$ cat config.mk
export PLATFORM = sky130hd
export DESIGN_NAME = event_capture_buffer
export DESIGN_NICKNAME = d
export VERILOG_FILES = /design/src/rtl/avs_pkg.sv /design/src/rtl/capture_ram.sv /design/src/rtl/event_capture_buffer.sv
export SDC_FILE = /design/constraint.sdc
export NUM_CORES = 1
export LEC_CHECK = 0
export BUFFER_PORTS_ARGS = -buffer_cell sky130_fd_sc_hd__buf_2
export CAP_MARGIN = 20
export CORE_MARGIN = 2
export CORE_UTILIZATION = 40
export CTS_CLUSTER_DIAMETER = 120
export DETAILED_ROUTE_END_ITERATION = 8
export GPL_ROUTABILITY_DRIVEN = 0
export GPL_TIMING_DRIVEN = 0
export PLACE_DENSITY_LB_ADDON = 0.12
export SYNTH_ARGS = -nofsm -noshare
export SYNTH_HDL_FRONTEND = slang
export SYNTH_HIERARCHICAL = 1
export SYNTH_SLANG_ARGS = --single-unit
$ cat constraint.sdc
create_clock -name clock -period 7.7 [get_ports clock]
set_input_delay 0.77 -clock clock [delete_from_list [all_inputs] [get_ports clock]]
set_output_delay 0.77 -clock clock [all_outputs]
set_load 0.05 [all_outputs]
$ cat src/rtl/avs_pkg.sv
// Shared types for the event capture path.
// Sample width, capture FSM states and counter widths.
package avs_pkg;

    localparam int DATA_W = 16;
    localparam int MISS_W = 8;

    typedef logic signed [DATA_W-1:0] sample_t;

    typedef enum logic [1:0] {
        FILL,
        ARMED,
        CAPTURE,
        DRAIN
    } cap_state_t;

endpackage

$ cat src/rtl/capture_ram.sv
// Simple dual-port history RAM.
// Synchronous write, synchronous registered read.
module capture_ram #(
    parameter int ADDR_W = 3,
    parameter int DATA_W = 16
) (
    input  logic              clock,
    input  logic              wr_en,
    input  logic [ADDR_W-1:0] wr_addr,
    input  logic [DATA_W-1:0] wr_data,
    input  logic              rd_en,
    input  logic [ADDR_W-1:0] rd_addr,
    output logic [DATA_W-1:0] rd_data
);

    logic [DATA_W-1:0] mem [0:(1<<ADDR_W)-1];

    // store the incoming sample
    always_ff @(posedge clock) begin
        if (wr_en) mem[wr_addr] <= wr_data;
    end

    // one-cycle read latency
    always_ff @(posedge clock) begin
        if (rd_en) rd_data <= mem[rd_addr];
    end

endmodule

$ cat src/rtl/event_capture_buffer.sv
// Rolling sample history that freezes a window around a detected
// event and drains it through a valid/ready port.
module event_capture_buffer #(
    parameter int DATA_W = avs_pkg::DATA_W,
    parameter int PRE    = 4,
    parameter int POST   = 3,
    parameter int ADDR_W = 3
) (
    input  logic              clock,
    input  logic              reset,
    input  logic [DATA_W-1:0] stream,
    input  logic              eventDetected,
    output logic [DATA_W-1:0] out_data,
    output logic              out_valid,
    input  logic              out_ready,
    output logic              out_last,
    output logic              busy,
    output logic [7:0]        missed_events
);

    import avs_pkg::*;

    localparam int W  = PRE + 1 + POST;
    localparam int CW = $clog2(W + 1);

    if ((1 << ADDR_W) < W) begin : g_depth_check
        $error("ring too small for PRE+1+POST");
    end

    cap_state_t        state;
    logic [ADDR_W-1:0] wr_ptr;
    logic [ADDR_W-1:0] trig_ptr;
    logic [ADDR_W-1:0] rd_ptr;
    logic [CW-1:0]     fill_cnt;
    logic [CW-1:0]     post_cnt;
    logic [CW-1:0]     rd_cnt;
    logic [MISS_W-1:0] missed;

    logic              pend;
    logic              pend_last;
    logic [DATA_W-1:0] rd_data;
    logic              skid_valid;
    logic              skid_last;
    logic [DATA_W-1:0] skid_data;

    logic              wr_en;
    logic              rd_en;
    logic              pop;
    logic              room;
    logic [1:0]        lvl;

    assign missed_events = missed;
    assign pop   = out_valid && out_ready;
    assign wr_en = !reset && (state != DRAIN);

    // issue a read only if the two-entry output buffer can absorb it
    always_comb begin
        lvl   = {1'b0, out_valid} + {1'b0, skid_valid} + {1'b0, pend};
        room  = (lvl <= ({1'b0, pop} + 2'd1));
        rd_en = (state == DRAIN) && (rd_cnt != CW'(W)) && room;
    end

    capture_ram #(
        .ADDR_W (ADDR_W),
        .DATA_W (DATA_W)
    ) u_ram (
        .clock   (clock),
        .wr_en   (wr_en),
        .wr_addr (wr_ptr),
        .wr_data (stream),
        .rd_en   (rd_en),
        .rd_addr (rd_ptr),
        .rd_data (rd_data)
    );

    // capture FSM, pointers and missed-event counter
    always_ff @(posedge clock) begin
        if (reset) begin
            state     <= FILL;
            wr_ptr    <= '0;
            trig_ptr  <= '0;
            rd_ptr    <= '0;
            fill_cnt  <= '0;
            post_cnt  <= '0;
            rd_cnt    <= '0;
            missed    <= '0;
            busy      <= 1'b0;
            pend      <= 1'b0;
            pend_last <= 1'b0;
        end else begin
            pend      <= rd_en;
            pend_last <= rd_en && (rd_cnt == CW'(W - 1));
            if (eventDetected && (state != ARMED) && (missed != '1))
                missed <= missed + MISS_W'(1);
            unique case (state)
                FILL: begin
                    wr_ptr   <= wr_ptr + 1'b1;
                    fill_cnt <= fill_cnt + 1'b1;
                    if (int'(fill_cnt) + 1 >= PRE) state <= ARMED;
                end
                ARMED: begin
                    wr_ptr <= wr_ptr + 1'b1;
                    if (eventDetected) begin
                        trig_ptr <= wr_ptr;
                        post_cnt <= CW'(POST);
                        rd_ptr   <= wr_ptr - ADDR_W'(PRE);
                        rd_cnt   <= '0;
                        busy     <= 1'b1;
                        state    <= (POST == 0) ? DRAIN : CAPTURE;
                    end
                end
                CAPTURE: begin
                    wr_ptr   <= wr_ptr + 1'b1;
                    post_cnt <= post_cnt - 1'b1;
                    if (post_cnt == CW'(1)) begin
                        rd_ptr <= trig_ptr - ADDR_W'(PRE);
                        state  <= DRAIN;
                    end
                end
                DRAIN: begin
                    if (rd_en) begin
                        rd_ptr <= rd_ptr + 1'b1;
                        rd_cnt <= rd_cnt + 1'b1;
                    end
                    if (pop && out_last) begin
                        fill_cnt <= '0;
                        rd_cnt   <= '0;
                        busy     <= 1'b0;
                        state    <= (PRE == 0) ? ARMED : FILL;
                    end
                end
            endcase
        end
    end

    // output register plus skid slot covering the RAM read latency
    always_ff @(posedge clock) begin
        if (reset) begin
            out_valid  <= 1'b0;
            out_last   <= 1'b0;
            out_data   <= '0;
            skid_valid <= 1'b0;
            skid_last  <= 1'b0;
            skid_data  <= '0;
        end else if (pop) begin
            if (skid_valid) begin
                out_data   <= skid_data;
                out_last   <= skid_last;
                skid_valid <= pend;
                skid_data  <= rd_data;
                skid_last  <= pend_last;
            end else if (pend) begin
                out_data <= rd_data;
                out_last <= pend_last;
            end else begin
                out_valid <= 1'b0;
                out_last  <= 1'b0;
            end
        end else if (pend) begin
            if (!out_valid) begin
                out_valid <= 1'b1;
                out_data  <= rd_data;
                out_last  <= pend_last;
            end else begin
                skid_valid <= 1'b1;
                skid_data  <= rd_data;
                skid_last  <= pend_last;
            end
        end
    end

endmodule

---- After elaboration in Yosys (flattened, before gate mapping) ----
Memories as Yosys holds them, arrays and structs flattened. A register that Yosys moved wholly into a read port is not among the register bits.
Index checks and enable logic that the tools add are counted.
word-level totals
  register bits ........................... 70
  bits in writable memories ............... 128
  bits of input ports ..................... 20
  output and inout port bits .............. 27
  word-level logic and storage cells ...... 129
  memories ................................ 1
memories
  memory     words  bits a word  rd ports  clocked after Yosys merged registers in  write ports  RTL line           text
  u_ram.mem  8      16           1         1                                        1            capture_ram.sv:16  logic [DATA_W-1:0] mem [0:(1<<ADDR_W)-1];
cells by class
  $add $sub $neg .......................... 12
  $lt $le $gt $ge ......................... 2
  eq/ne operators ......................... 19
  muxes and demuxes ....................... 48
  reductions and logical operators ........ 30
operators by type and width
  kind                                                                count
  two-way mux 16 bit                                                  9
  case mux 4 bit (2 select lines)                                     3
  two-way mux 1 bit                                                   21
  two-way mux 4 bit                                                   5
  != test 2 bit (second input constant)                               8
  AND reduction 3 bit                                                 5
  nonzero test 2 bit                                                  6
  AND reduction 2 bit                                                 5
  two-way mux 3 bit                                                   3
  case mux 3 bit (3 select lines)                                     1
  adder 4 x 1 -> 4 bit (second input constant)                        2
  adder 8 x 1 -> 8 bit (second input constant)                        1
  logical AND 1 bit                                                   8
  two-way mux 2 bit                                                   4
  != test 8 bit (second input constant)                               1
  case mux 2 bit (4 select lines)                                     1
  AND reduction 4 bit                                                 2
  adder 3 x 1 -> 3 bit (second input constant)                        2
  != test 2 x 1 -> 1 bit (second input constant)                      3
  subtractor 3 bit (second input constant)                            2
  adder 4 x 1 -> 5 bit (second input constant)                        1
  greater-or-equal comparator 5 x 3 -> 1 bit (second input constant)  1
  equality test 2 bit (second input constant)                         2
  equality test 4 x 1 -> 1 bit (second input constant)                1
  other kinds (14)                                                    14

---- Logic depth before layout (Yosys ltp) ----
Gate-level depths: netlist of the first run.
  depth after elaboration ................. 7
  gate-level depth with buffers ........... 9
  gate-level depth less buffers ........... 8

---- Cells and area by module ----
The synthesis of the first run kept the hierarchy.
by module, submodules not included
  module                instances  cells each  area an instance (µm²)  seq. area each (µm²)
  capture_ram           1          214         5454.0                  4324.1
  event_capture_buffer  1          373         3424.5                  1401.3

---- Worst setup path before layout of the first run ----
OpenSTA, ideal clock, no wires.
  kind .................................... register -> register
  start ................................... reg out_valid
  end ..................................... reg u_ram.rd_data[0] (read register of u_ram.mem) (enable)
  arrival ................................. 3.238 ns
  data required time ...................... 7.291 ns
  path slack .............................. 4.053 ns
  stages on the path, launching flop included .. 9
  path buffers ............................ 1
  cell sequence ........................... dfxtp_1 buf_2 inv_1 fa_1 inv_1 ha_1 nor2b_1 o21a_1 nor3_1
on the way
  longest elaborated chain between the ends .. 4
ends and longest elaborated chain
  what                                                                 RTL line                                                text
  from (decl)                                                          event_capture_buffer.sv:14                              output logic out_valid,
  from (signal assigned)                                               event_capture_buffer.sv:139                             out_valid <= 1'b0;
  from (signal assigned)                                               event_capture_buffer.sv:156                             out_valid <= 1'b0;
  from (signal assigned)                                               event_capture_buffer.sv:161                             out_valid <= 1'b1;
  adder 1 x 1 -> 2 bit / logical AND 1 bit (equally long branches)     event_capture_buffer.sv:58, event_capture_buffer.sv:53
  adder 2 x 1 -> 2 bit / adder 1 x 1 -> 2 bit (equally long branches)  event_capture_buffer.sv:58, event_capture_buffer.sv:59
  <= comparator 2 bit (*)                                              event_capture_buffer.sv:59                              room = (lvl <= ({1'b0, pop} + 2'd1));
  logical AND 1 bit (*)                                                event_capture_buffer.sv:60                              rd_en = (state == DRAIN) && (rd_cnt != CW'(W)) && room;
  net rd_en                                                            event_capture_buffer.sv:47                              logic rd_en;
  to (decl)                                                            capture_ram.sv:13                                       output logic [DATA_W-1:0] rd_data
Mark *: on every way through the listed nets, which the timed path passes. The rest lies on a longest branch.
A chain may end at the register's enable or synchronous reset.

---- Worst setup path in the final report of the first run ----
  start ................................... in reset
  end ..................................... mem u_ram.mem[4][8] (enable)
on the way
  longest elaborated chain between the ends .. 4
ends and longest elaborated chain
  what                                     RTL line                    text
  from (decl)                              event_capture_buffer.sv:10  input logic reset,
  zero test 1 bit                          event_capture_buffer.sv:54  assign wr_en = !reset && (state != DRAIN);
  logical AND 1 bit                        event_capture_buffer.sv:54
  net wr_en                                event_capture_buffer.sv:46  logic wr_en;
  two-way mux 1 bit                        capture_ram.sv:20           if (wr_en) mem[wr_addr] <= wr_data;
  two-way mux 1 bit (implied by the code)  capture_ram.sv:20
  to (decl)                                capture_ram.sv:16
The timed path passes the listed nets, and every way through them passes these cells.

==> flow_summary.toml, run 1 <==
[hold_path]
worst_hold_path_type = "reg -> reg"
min_path_cells = 2

[yosys]
asyncSetResetFlopFracSynth = 0
synth-seq-area-share = 0.645
post_synth_num_cell_types = 66
ys_dominant_reg_cell = "edfxtp_1"
postSynthCellCount = 587
syn_nets = 624
post_synth.cell_area_avg_um2 = 15.1
yosys_warnings = 6
syn_area_mm2 = 0.00888
number_of_flops_mapped_to_enable_cells_by_yosys = 144
yosys_register_bits = 214

[critical_path]
setup.worst_path.start_class = "input pin"
timing.reg2reg.setup_slack_ps = 5010
cp-endpoint = "u_ram/mem[4][8]"
worstSetupPathType = "in -> reg"
worst-path-max-fanout = 10
crit-reg2reg-launch = "state[0]"
reg2regPathDepth = 6
critPathArrivalTime_ps = 2950
cp_startpoint = "reset"
setup.worst_path.end_class = "flop"
r2r-end = "u_ram/mem[4][8]"
worst-endpoint-required_ps = 7910

[timing]
finalCriticalPeriod_ps = 2730
max_slew_vio_count = 0
final.setup_skew_ps = 7.70
grt_setup_unrepaired = "no"
setup_tns_ps = 0
share_of_the_clock_period_used_by_the_worst_path = 0.355
hold_violations = 0
hold_ws_ps = 460
setup_viol = 0
final.setup.worst_slack_ps = 4970
highest_clock_rate_mhz = 366
tightestPinTransition_ps = 1030
max-slew-margin-rel = 0.308

[status]
status = "finished clean"

[placement]
port_buffers = 46
pre_cts_ws_ps = 4370
dp.final_hpwl_um = 12500

[floorplan]
row_count = 54
pin_count = 47
dieWidth_um = 153
floorplan.initialDensity = 0.407
core_region_area_mm2 = 0.0218
die_h_um = 153
dieArea_mm2 = 0.0234

[clock_network]
cts_buffer_depth = 3
path_clk_slew_ps = 60
cts_hold_buffers = 0
postCtsSetupBuffers = 0
cts_num_sinks = 214
clockRootBuffer = "clkbuf_16"
cts_htree_levels = 1
cts-buffers-inserted = 24
cts_repair_resize_count = 0
tritoncts_clock_tree = "built"
insertion_delay_ps = 510

[global_routing]
overflow_left_after_global_routing = 0
number_of_global_route_vias_before_repair = 5064
grt_antenna_before_repair = 1
wire_length_of_the_first_global_routing_pass_um = 28400
grt_use_total = 0.154
grt_start_max_net_pins = 15

[power_and_ir_drop]
intPower_mw = 2.14
power_density_mw_per_mm2 = 280
fin_total_pwr_mw = 2.91
power.share.combinational = 0.179
sequential_share_of_power = 0.461
power.clock.fraction = 0.359
irDropWorstVdd_mv = 0.141
total_switching_power_uw = 769
netSwitchingFraction = 0.264
power_leakage_nw = 3.87

[drt]
detailedRoute.firstIterationViolations = 333
route.detailed.wl_per_inst_um = 18.9
drt_drc_violations_left = 0
detailroute.via_count = 5101
drt_pre_antenna_iters = 4
detail-route-antenna-nets = 0
wirelength_routed_um = 18300
routed_via_density = 5.27

[job]
maxCapViolCount = 0

[final_layout]
layout_cell_share_with_drive_strength_beyond_1 = 0.208
area_growth_syn_to_layout_pct = 16.8
n_fill_cell = 1907
finish.net_count = 706
finalCoreUtilization = 0.475
[through the flow]
step           cell area (um2)  cells
2_1_floorplan             8880    587
3_3_place_gp              9460    913
3_5_place_dp              9640    923
4_1_cts                  10400    967
5_1_grt                  10400    967
6_report                 10400    968
[cell usage in the layout (no fill, tap or decap), types with 11 or more instances in the layout]
cell type,synthesis,final
edfxtp_1,144,144
dfxtp_1,70,70
nor2_1,59,53
buf_2,5,51
mux2i_1,37,37
mux4_1,28,28
nand2_1,27,27
clkbuf_16,0,24
clkbuf_1,11,20
a211oi_1,20,20
mux2_2,17,17
a21oi_1,16,16
ha_1,16,16
inv_1,14,14
nand3_1,11,11
[cells by family (layout without fill, tap and decap cells)]
logic type               Yosys count  in the layout  synth area share
flip-flops                       214            214             0.645
AND/OR/NAND/NOR                  145            145            0.0822
multiplexers                      88             88             0.159
AO/OA/AOI/OAI                     74             74            0.0603
buffers and inverters             44            144            0.0237
adder cells (fa/ha/maj)           17             17            0.0248
XOR/XNOR                           5              5           0.00493
other                              0              1                 0
[power groups by stage]
stage | sequential [mW] | combinational [mW] | clock (mW)
global placement | 1.36 | 0.495 | 0
floorplan | 1.37 | 0.348 | 0
detailed placement | 1.37 | 0.521 | 0
finish | 1.34 | 0.521 | 1.04
global route | 1.35 | 0.566 | 1.12
CTS | 1.34 | 0.524 | 1.07
[Yosys cell counts (3+ instances only)]
cell type / count / share of area
o21ai_1: 8 / 0.0045
a21oi_1: 16 / 0.0090
and4b_1: 3 / 0.0034
nand2b_1: 5 / 0.0035
buf_6: 4 / 0.0051
mux2_2: 17 / 0.022
a211oi_1: 20 / 0.017
mux4_2: 4 / 0.010
mux2i_1: 37 / 0.042
nand4_1: 3 / 0.0021
mux4_1: 28 / 0.083
edfxtp_1: 144 / 0.49
and3_1: 5 / 0.0035
ha_1: 16 / 0.023
o21ai_0: 3 / 0.0017
clkbuf_1: 11 / 0.0047
nor2b_1: 8 / 0.0056
nor3_1: 8 / 0.0045
nor2_1: 59 / 0.025
dfxtp_1: 70 / 0.16
buf_1: 5 / 0.0021
nand3_1: 11 / 0.0062
inv_1: 14 / 0.0059
a31oi_1: 4 / 0.0028
buf_2: 5 / 0.0028
nand2_1: 27 / 0.011
xor2_1: 3 / 0.0030
[worst max-delay path, cell delays in order]
cell and delay [ps]:
buf_2 120, clkbuf_1 250, clkbuf_1 320, nor2_1 230, nand2_1 190, nor3_2 820, buf_8 240
[layer usage]
layer | track usage | share of wire
met1 | 0.215 | 0.47
met2 | 0.248 | 0.47
met3 | 0.0320 | 0.049
met4 | 0.0388 | 0.016
met5 | 0 | 0
[state kept, by name, summed over array words and instances, names as in the netlist, 2 cells and up]
name and count:
u_ram/mem 128, out_data 16, skid_data 16, u_ram/rd_data 16
missed_events 8, fill_cnt 4, post_cnt 4, rd_cnt 4
rd_ptr 3, trig_ptr 3, wr_ptr 3, state 2
[worst min-delay path by stage]
| stage | from | end | slack, ps |
|---|---|---|---|
| 2_1_floorplan | skid_last | skid_last | 430 |
| 3_3_place_gp | skid_last | skid_last | 450 |
| 3_5_place_dp | skid_last | skid_last | 450 |
| 4_1_cts | skid_last | skid_last | 460 |
| 5_1_grt | trig_ptr[2] | trig_ptr[2] | 470 |
| 6_report | skid_last | skid_last | 460 |
[layout make-up]
class / count / area (um2) / area share
inverters: 16 / 60.1 / 0.00579
plain buffers: 28 / 150 / 0.0145
well taps: 280 / 350 / 0.0338
repair buffers: 56 / 385 / 0.0372
clock inverters: 11 / 90.1 / 0.00869
diodes: 1 / 2.50 / 0.000241
multi-input cells: 329 / 2970 / 0.287
clock buffers: 33 / 634 / 0.0612
flip-flops and latches: 214 / 5730 / 0.552
(Power assumes the default switching activity.)
==> run 2: changes to the inputs <==
==> constraint.sdc (replaced) <==
create_clock -name clock -period 2.2 [get_ports clock]
set_input_delay 0.22 -clock clock [delete_from_list [all_inputs] [get_ports clock]]
set_output_delay 0.22 -clock clock [all_outputs]
set_load 0.05 [all_outputs]
==> run 2 against run 1 <==
Via count is 1.2% higher. Largest cell class unchanged. Hold slack worse by 390 ps. First-iteration DRC count is 21% lower. Clock-buffer cell count is 4 lower. Critical path depth is 2 higher. Non-clock buffer count is 30 higher. Critical endpoint is now pend_last. Utilization is 2.3 points higher. Design area is 4.8% higher. Die area stayed put. Clock skew is 14 ps higher. Combinational power grew to 3.6 times the previous value.
==> flow_summary.toml, run 2 (same netlist as run 1, synthesis figures left out) <==
[final_layout]
area_growth_syn_to_layout_pct = 22.5
finalNonFillerCells = 996
n_fill_cell = 1844
layout_cell_share_with_drive_strength_beyond_1 = 0.239
largest_register_ff_count = 128
n_antenna_cell = 0
most-common-layout-cells = "edfxtp_1, dfxtp_1, nor2_1"
top_register = "u_ram/mem"
finish.net_count = 736
mostFrequentLayoutCell = "edfxtp_1"

[critical_path]
cp-endpoint = "pend_last"
worst-path-max-fanout = 4
setup.worst_path.end_class = "flop"
crit-reg2reg-launch = "skid_valid"
r2r-end = "pend_last"
critPathArrivalTime_ps = 2560
worst-endpoint-required_ps = 2640
crit_path_max_incr_delay_ps = 390
worstSetupPathType = "reg -> reg"
reg2regPathDepth = 9
setup.worst_path.start_class = "flop"
slowest_stage = "fa_2"
cp_startpoint = "skid_valid"
timing.reg2reg.setup_slack_ps = 80
cells_traversed_along_the_worst_timing_path = "inv_1 -> fa_2 -> inv_2 -> ha_4 -> nor2b_4 -> o21a_4 -> buf_4 -> nor4_4 -> and4b_1"

[floorplan]
die_h_um = 153
floorplan.initialDensity = 0.407
dieArea_mm2 = 0.0234
core_region_area_mm2 = 0.0218
dieWidth_um = 153
row_count = 54
pin_count = 47

[power_and_ir_drop]
power_leakage_nw = 4.07
power_density_mw_per_mm2 = 939
irDropWorstVdd_mv = 0.628

[timing]
hold_violations = 0
highest_clock_rate_mhz = 471
max-slew-margin-rel = 0.501
share_of_the_clock_period_used_by_the_worst_path = 0.965
tightestPinTransition_ps = 749
final.setup_skew_ps = 21.5
final.setup.worst_slack_ps = 78.0
grt_setup_unrepaired = "no"
max_slew_vio_count = 0
setup_tns_ps = 0
finalCriticalPeriod_ps = 2120
setup_viol = 0

[drt]
wirelength_routed_um = 18300
detailroute.via_count = 5163
detail-route-antenna-nets = 0
detailedRoute.firstIterationViolations = 264
routed_via_density = 5.18
route.detailed.wl_per_inst_um = 18.4
drt_drc_violations_left = 0
drt_pre_antenna_iters = 6

[global_routing]
wire_length_of_the_first_global_routing_pass_um = 29300
grt_antenna_before_repair = 0
overflow_left_after_global_routing = 0
number_of_global_route_vias_before_repair = 5294
grt_use_total = 0.159
grt_start_max_net_pins = 14

[status]
status = "finished clean"

[clock_network]
insertion_delay_ps = 520
cts_num_sinks = 214
path_clk_slew_ps = 60
tritoncts_clock_tree = "built"
cts_buffer_depth = 3
cts_htree_levels = 1
cts-buffers-inserted = 24
clockRootBuffer = "clkbuf_16"

[placement]
placedCellCount = 921
port_buffers = 46
dp.final_hpwl_um = 12400
pre_cts_ws_ps = -443

[hold_path]
worst_hold_path_type = "in -> reg"

[job]
maxCapViolCount = 0
==> run 2: cell count changes in the layout (fill, tap and decap cells not counted), moves of 3 or more <==
cell and change:
nor2_2 -5, clkinv_1 +5, buf_16 +4, clkbuf_1 -5
buf_8 -5, nor2_4 +6, dfxtp_1 -3, dfxtp_4 +3
nor3_2 -3, dlygate4sd3_1 +17, buf_12 +5, nor3_4 +3
buf_4 +8, clkbuf_2 +3
==> run 2: worst min-delay path by stage <==
stage / start / endpoint / depth (start not counted)
after floorplan: reset / pend / 1
after global placement: trig_ptr[2] / trig_ptr[2] / 2
after detailed placement: reset / pend / 2
after CTS: eventDetected / trig_ptr[2] / 3
after global routing: eventDetected / trig_ptr[2] / 3
final: eventDetected / trig_ptr[2] / 3
==> run 2: metrics by stage <==
| step | hold slack [ps] | utilization | cell area (um2) | total power, mW |
|---|---|---|---|---|
| after floorplan | 305 | - | 8930 | 6.04 |
| after global placement | 447 | 0.436 | 9520 | 6.51 |
| after detailed placement | 451 | 0.445 | 9710 | 6.61 |
| after CTS | 60.9 | 0.498 | 10900 | 10.3 |
| after global routing | 89.2 | 0.498 | 10900 | 10.7 |
| final | 73.4 | 0.498 | 10900 | 10.2 |
==> run 2: layout make-up <==
type	instances	area, um2	share of cell area
sequential	214	5740	0.528
multi-input combinational	329	3080	0.284
timing repair buffer	87	773	0.0711
clock buffer	29	619	0.0570
tap	280	350	0.0322
buffer	27	149	0.0137
clock inverter	14	98.8	0.00909
inverter	16	62.6	0.00575
==> run 2: where the power goes <==
group	switching (mW)	internal (mW)	leakage, nW	total [mW]
combinational	1.03	0.865	1.84	1.89
sequential	0.151	4.55	1.88	4.70
clock	1.51	2.11	0.349	3.62
==> run 2: routing by layer <==
metal  GRT usage  share of wire  vias to the layer above  wire length [um]
met2       0.263           0.47                      112              8590
met3      0.0329          0.047                       24               859
met5           0              0                        -                 0
met1       0.217           0.47                     2522              8520
li1            -              -                     2505                 -
met4      0.0353          0.019                        0               345
==> run 2: what timing repair did <==
action | CTS | global route
pin swaps | 9 | 2
endpoints found under the setup margin | 135 | 144
endpoints found under the hold margin | 129 | 0
hold buffers | 17 | 0
gates resized for setup | 16 | 8
gates cloned | 1 | 0
setup buffers | 15 | 0
==> run 2: critical path, delay by kind of cell (launching register included) <==
family,cells,cell delay (ps)
flip-flops,1,340
AO/OA/AOI/OAI,1,200
adder cells (fa/ha/maj),2,590
AND/OR/NAND/NOR,3,640
buffers and inverters,3,290
==> run 3: changes to the inputs <==
--- a/config.mk
+++ b/config.mk
@@ -16,5 +16,4 @@
 export PLACE_DENSITY_LB_ADDON = 0.12
 export SYNTH_ARGS = -nofsm -noshare
 export SYNTH_HDL_FRONTEND = slang
-export SYNTH_HIERARCHICAL = 1
 export SYNTH_SLANG_ARGS = --single-unit
==> run 3 against run 2 <==
Synthesized area is 1.2% lower. Hold slack worse by 23 ps. Sequential share of layout area is 0.88 points higher. Cell count increased by 1.1%. Synthesized cell count up 1.9%. Clock skew fell by 9.6 ps. Combinational power increased by 7%. Critical path type unchanged. Critical endpoint is now rd_cnt[3]. Highest routed layer unchanged.
==> flow_summary.toml, run 3 <==
[status]
status = "finished clean"

[floorplan]
row_count = 54
core_region_area_mm2 = 0.0217
dieWidth_um = 152
dieArea_mm2 = 0.0231
die_h_um = 152
floorplan.initialDensity = 0.404
pin_count = 47

[drt]
detailroute.via_count = 5256
drt_drc_violations_left = 0
drt_pre_antenna_iters = 7
wirelength_routed_um = 18400
routed_via_density = 5.22
detail-route-antenna-nets = 0
route.detailed.wl_per_inst_um = 18.3
detailedRoute.firstIterationViolations = 314

[placement]
placement.cell_area_mm2 = 0.00949
placedCellCount = 929
port_buffers = 46
dp.final_hpwl_um = 12300

[critical_path]
setup.worst_path.end_class = "flop"
reg2regPathDepth = 7
timing.reg2reg.setup_slack_ps = 40
setup.worst_path.start_class = "flop"
crit-reg2reg-launch = "out_valid"
critPathArrivalTime_ps = 2560
r2r-end = "rd_cnt[3]"
worstSetupPathType = "reg -> reg"
worst-endpoint-required_ps = 2590
worst-path-max-fanout = 6

[hold_path]
hold_critical_path_endpoint = "trig_ptr[1]"
min_path_cells = 3
hold_path.startpoint = "eventDetected"
worst_hold_path_type = "in -> reg"

[power_and_ir_drop]
irDropWorstVdd_mv = 0.572
power.share.combinational = 0.194
total_switching_power_mw = 2.72
power_leakage_nw = 3.95
power_density_mw_per_mm2 = 982
sequential_share_of_power = 0.443
intPower_mw = 7.78
power.clock.fraction = 0.363
netSwitchingFraction = 0.259

[timing]
highest_clock_rate_mhz = 463
setup_tns_ps = 0
grt_setup_unrepaired = "yes"
final.setup_skew_ps = 11.9
max-slew-margin-rel = 0.524
max_slew_vio_count = 0
finalCriticalPeriod_ps = 2160
share_of_the_clock_period_used_by_the_worst_path = 0.982
hold_violations = 0
tightestPinTransition_ps = 713
setup_viol = 0

[final_layout]
n_fill_cell = 1829
finalNonFillerCells = 1007
largest_register_ff_count = 128
layout_cell_share_with_drive_strength_beyond_1 = 0.271
n_antenna_cell = 0
top_register = "u_ram.mem"
finish.net_count = 746
area_growth_syn_to_layout_pct = 21.9
mostFrequentLayoutCell = "edfxtp_1"
most-common-layout-cells = "edfxtp_1, dfxtp_1, nor2_1"
area_of_all_placed_cells_without_fillers_mm2 = 0.0107

[clock_network]
cts_num_sinks = 214
cts_buffer_depth = 3
path_clk_slew_ps = 60
cts_htree_levels = 1
cts-buffers-inserted = 24
clockRootBuffer = "clkbuf_16"
insertion_delay_ps = 510
tritoncts_clock_tree = "built"

[global_routing]
number_of_global_route_vias_before_repair = 5293
overflow_left_after_global_routing = 0
grt_use_total = 0.159
grt_antenna_before_repair = 0
grt_start_max_net_pins = 17
wire_length_of_the_first_global_routing_pass_um = 29200

[yosys]
syn_area_mm2 = 0.00877
post-synth-top-count-cell = "edfxtp_1"
yosys_register_bits = 214
asyncSetResetFlopFracSynth = 0
synth_top_area_frac = 0.493
post_synth.cell_area_avg_um2 = 14.7
number_of_flops_mapped_to_enable_cells_by_yosys = 144
postSynthCellCount = 598
synth.top_cells.by_count = "edfxtp_1, dfxtp_1, nor2_1, mux2i_1, mux4_2"
post_synth_num_cell_types = 52
yosys_warnings = 0
synth-seq-area-share = 0.653
ys_dominant_reg_cell = "edfxtp_1"
syn_nets = 635
synth.largest_area_cell = "edfxtp_1"
top_cells_by_area_synth = "edfxtp_1, dfxtp_1, mux4_2"

[job]
maxCapViolCount = 0
[run 3: cell types whose count changed in the layout (fill, tap and decap cells not counted), moves of 4 or more]
| cell | previous run | this run |
|---|---|---|
| buf_16 | 5 | 0 |
| buf_2 | 50 | 55 |
| buf_4 | 10 | 16 |
| clkbuf_2 | 4 | 0 |
| mux4_1 | 28 | 0 |
| mux4_2 | 4 | 32 |
| nand2_1 | 25 | 21 |
| nand4_1 | 3 | 7 |
| nor2_1 | 52 | 56 |
| o21ai_0 | 3 | 12 |
| o21ai_1 | 8 | 0 |
[run 3: worst max-delay path: stages (launching register included)]
cell and delay, ps:
dfxtp_4 380, inv_4 40, fa_1 490, ha_1 320, and3_4 190, a21o_1 180
and4_1 150, a311o_1 300
[run 3: area by class of cell]
class	count	area, um2	area share
sequential	214	5730	0.536
timing repair buffer	86	671	0.0627
clock buffer	27	633	0.0592
inverter	17	68.8	0.00644
clock inverter	17	128	0.0119
tap	280	350	0.0328
multi-input combinational	335	2930	0.274
buffer	31	173	0.0162
[run 3: worst max path at each step]
stage	from	to	cells past startpoint	slack (ps)
finish	out_valid	rd_cnt[3]	7	40
CTS	state[0]	u_ram.mem[5][2]	7	-120
global route	skid_valid	rd_cnt[3]	8	-6
detailed placement	state[0]	u_ram.mem[3][11]	4	-430
floorplan	out_valid	rd_cnt[3]	8	-140
global placement	state[0]	u_ram.mem[5][11]	6	-860
[run 3: metal layers]
layer	up-vias	share of wire	global-route usage
met3	22	0.034	0.0288
met1	2618	0.46	0.212
met4	0	0.017	0.0369
met5	-	0	0
met2	104	0.49	0.272
li1	2512	-	-
[run 3: power groups by stage]
stage / Combinational [mW] / Clock (mW) / Sequential (mW)
after CTS: 2.03 / 3.92 / 4.65
after floorplan: 1.38 / 0 / 4.76
after global placement: 1.91 / 0 / 4.72
final: 2.03 / 3.81 / 4.65
after detailed placement: 1.96 / 0 / 4.74
after global routing: 2.21 / 4.09 / 4.67
[run 3: what timing repair did]
item / 4_1_cts / 5_1_grt
gates resized for setup: 6 / 19
endpoints found under the setup margin: 133 / 104
gates cloned: 0 / 0
hold buffers: 16 / 0
hold endpoints to repair: 128 / 0
pin swaps: 8 / 8
buffers inserted: 9 / 10
[run 3: kinds of logic (layout without fill, tap and decap cells)]
group                    after synthesis  count (layout)  share of synthesized area
adder cells (fa/ha/maj)               17              17                     0.0251
AO/OA/AOI/OAI                         77              77                     0.0601
AND/OR/NAND/NOR                      148             148                     0.0820
flip-flops                           214             214                      0.653
multiplexers                          87              87                      0.147
XOR/XNOR                               6               6                    0.00599
buffers and inverters                 49             178                     0.0268
[run 3: through the flow]
step / power, mW / setup WS, ps / utilization / hold WS, ps
2_1_floorplan: 6.14 / -140 / - / 319
3_3_place_gp: 6.63 / -859 / 0.433 / 448
3_5_place_dp: 6.69 / -434 / 0.437 / 450
4_1_cts: 10.6 / -116 / 0.487 / 34.1
5_1_grt: 11.0 / -5.76 / 0.493 / 61.5
6_report: 10.5 / 39.8 / 0.493 / 50.5
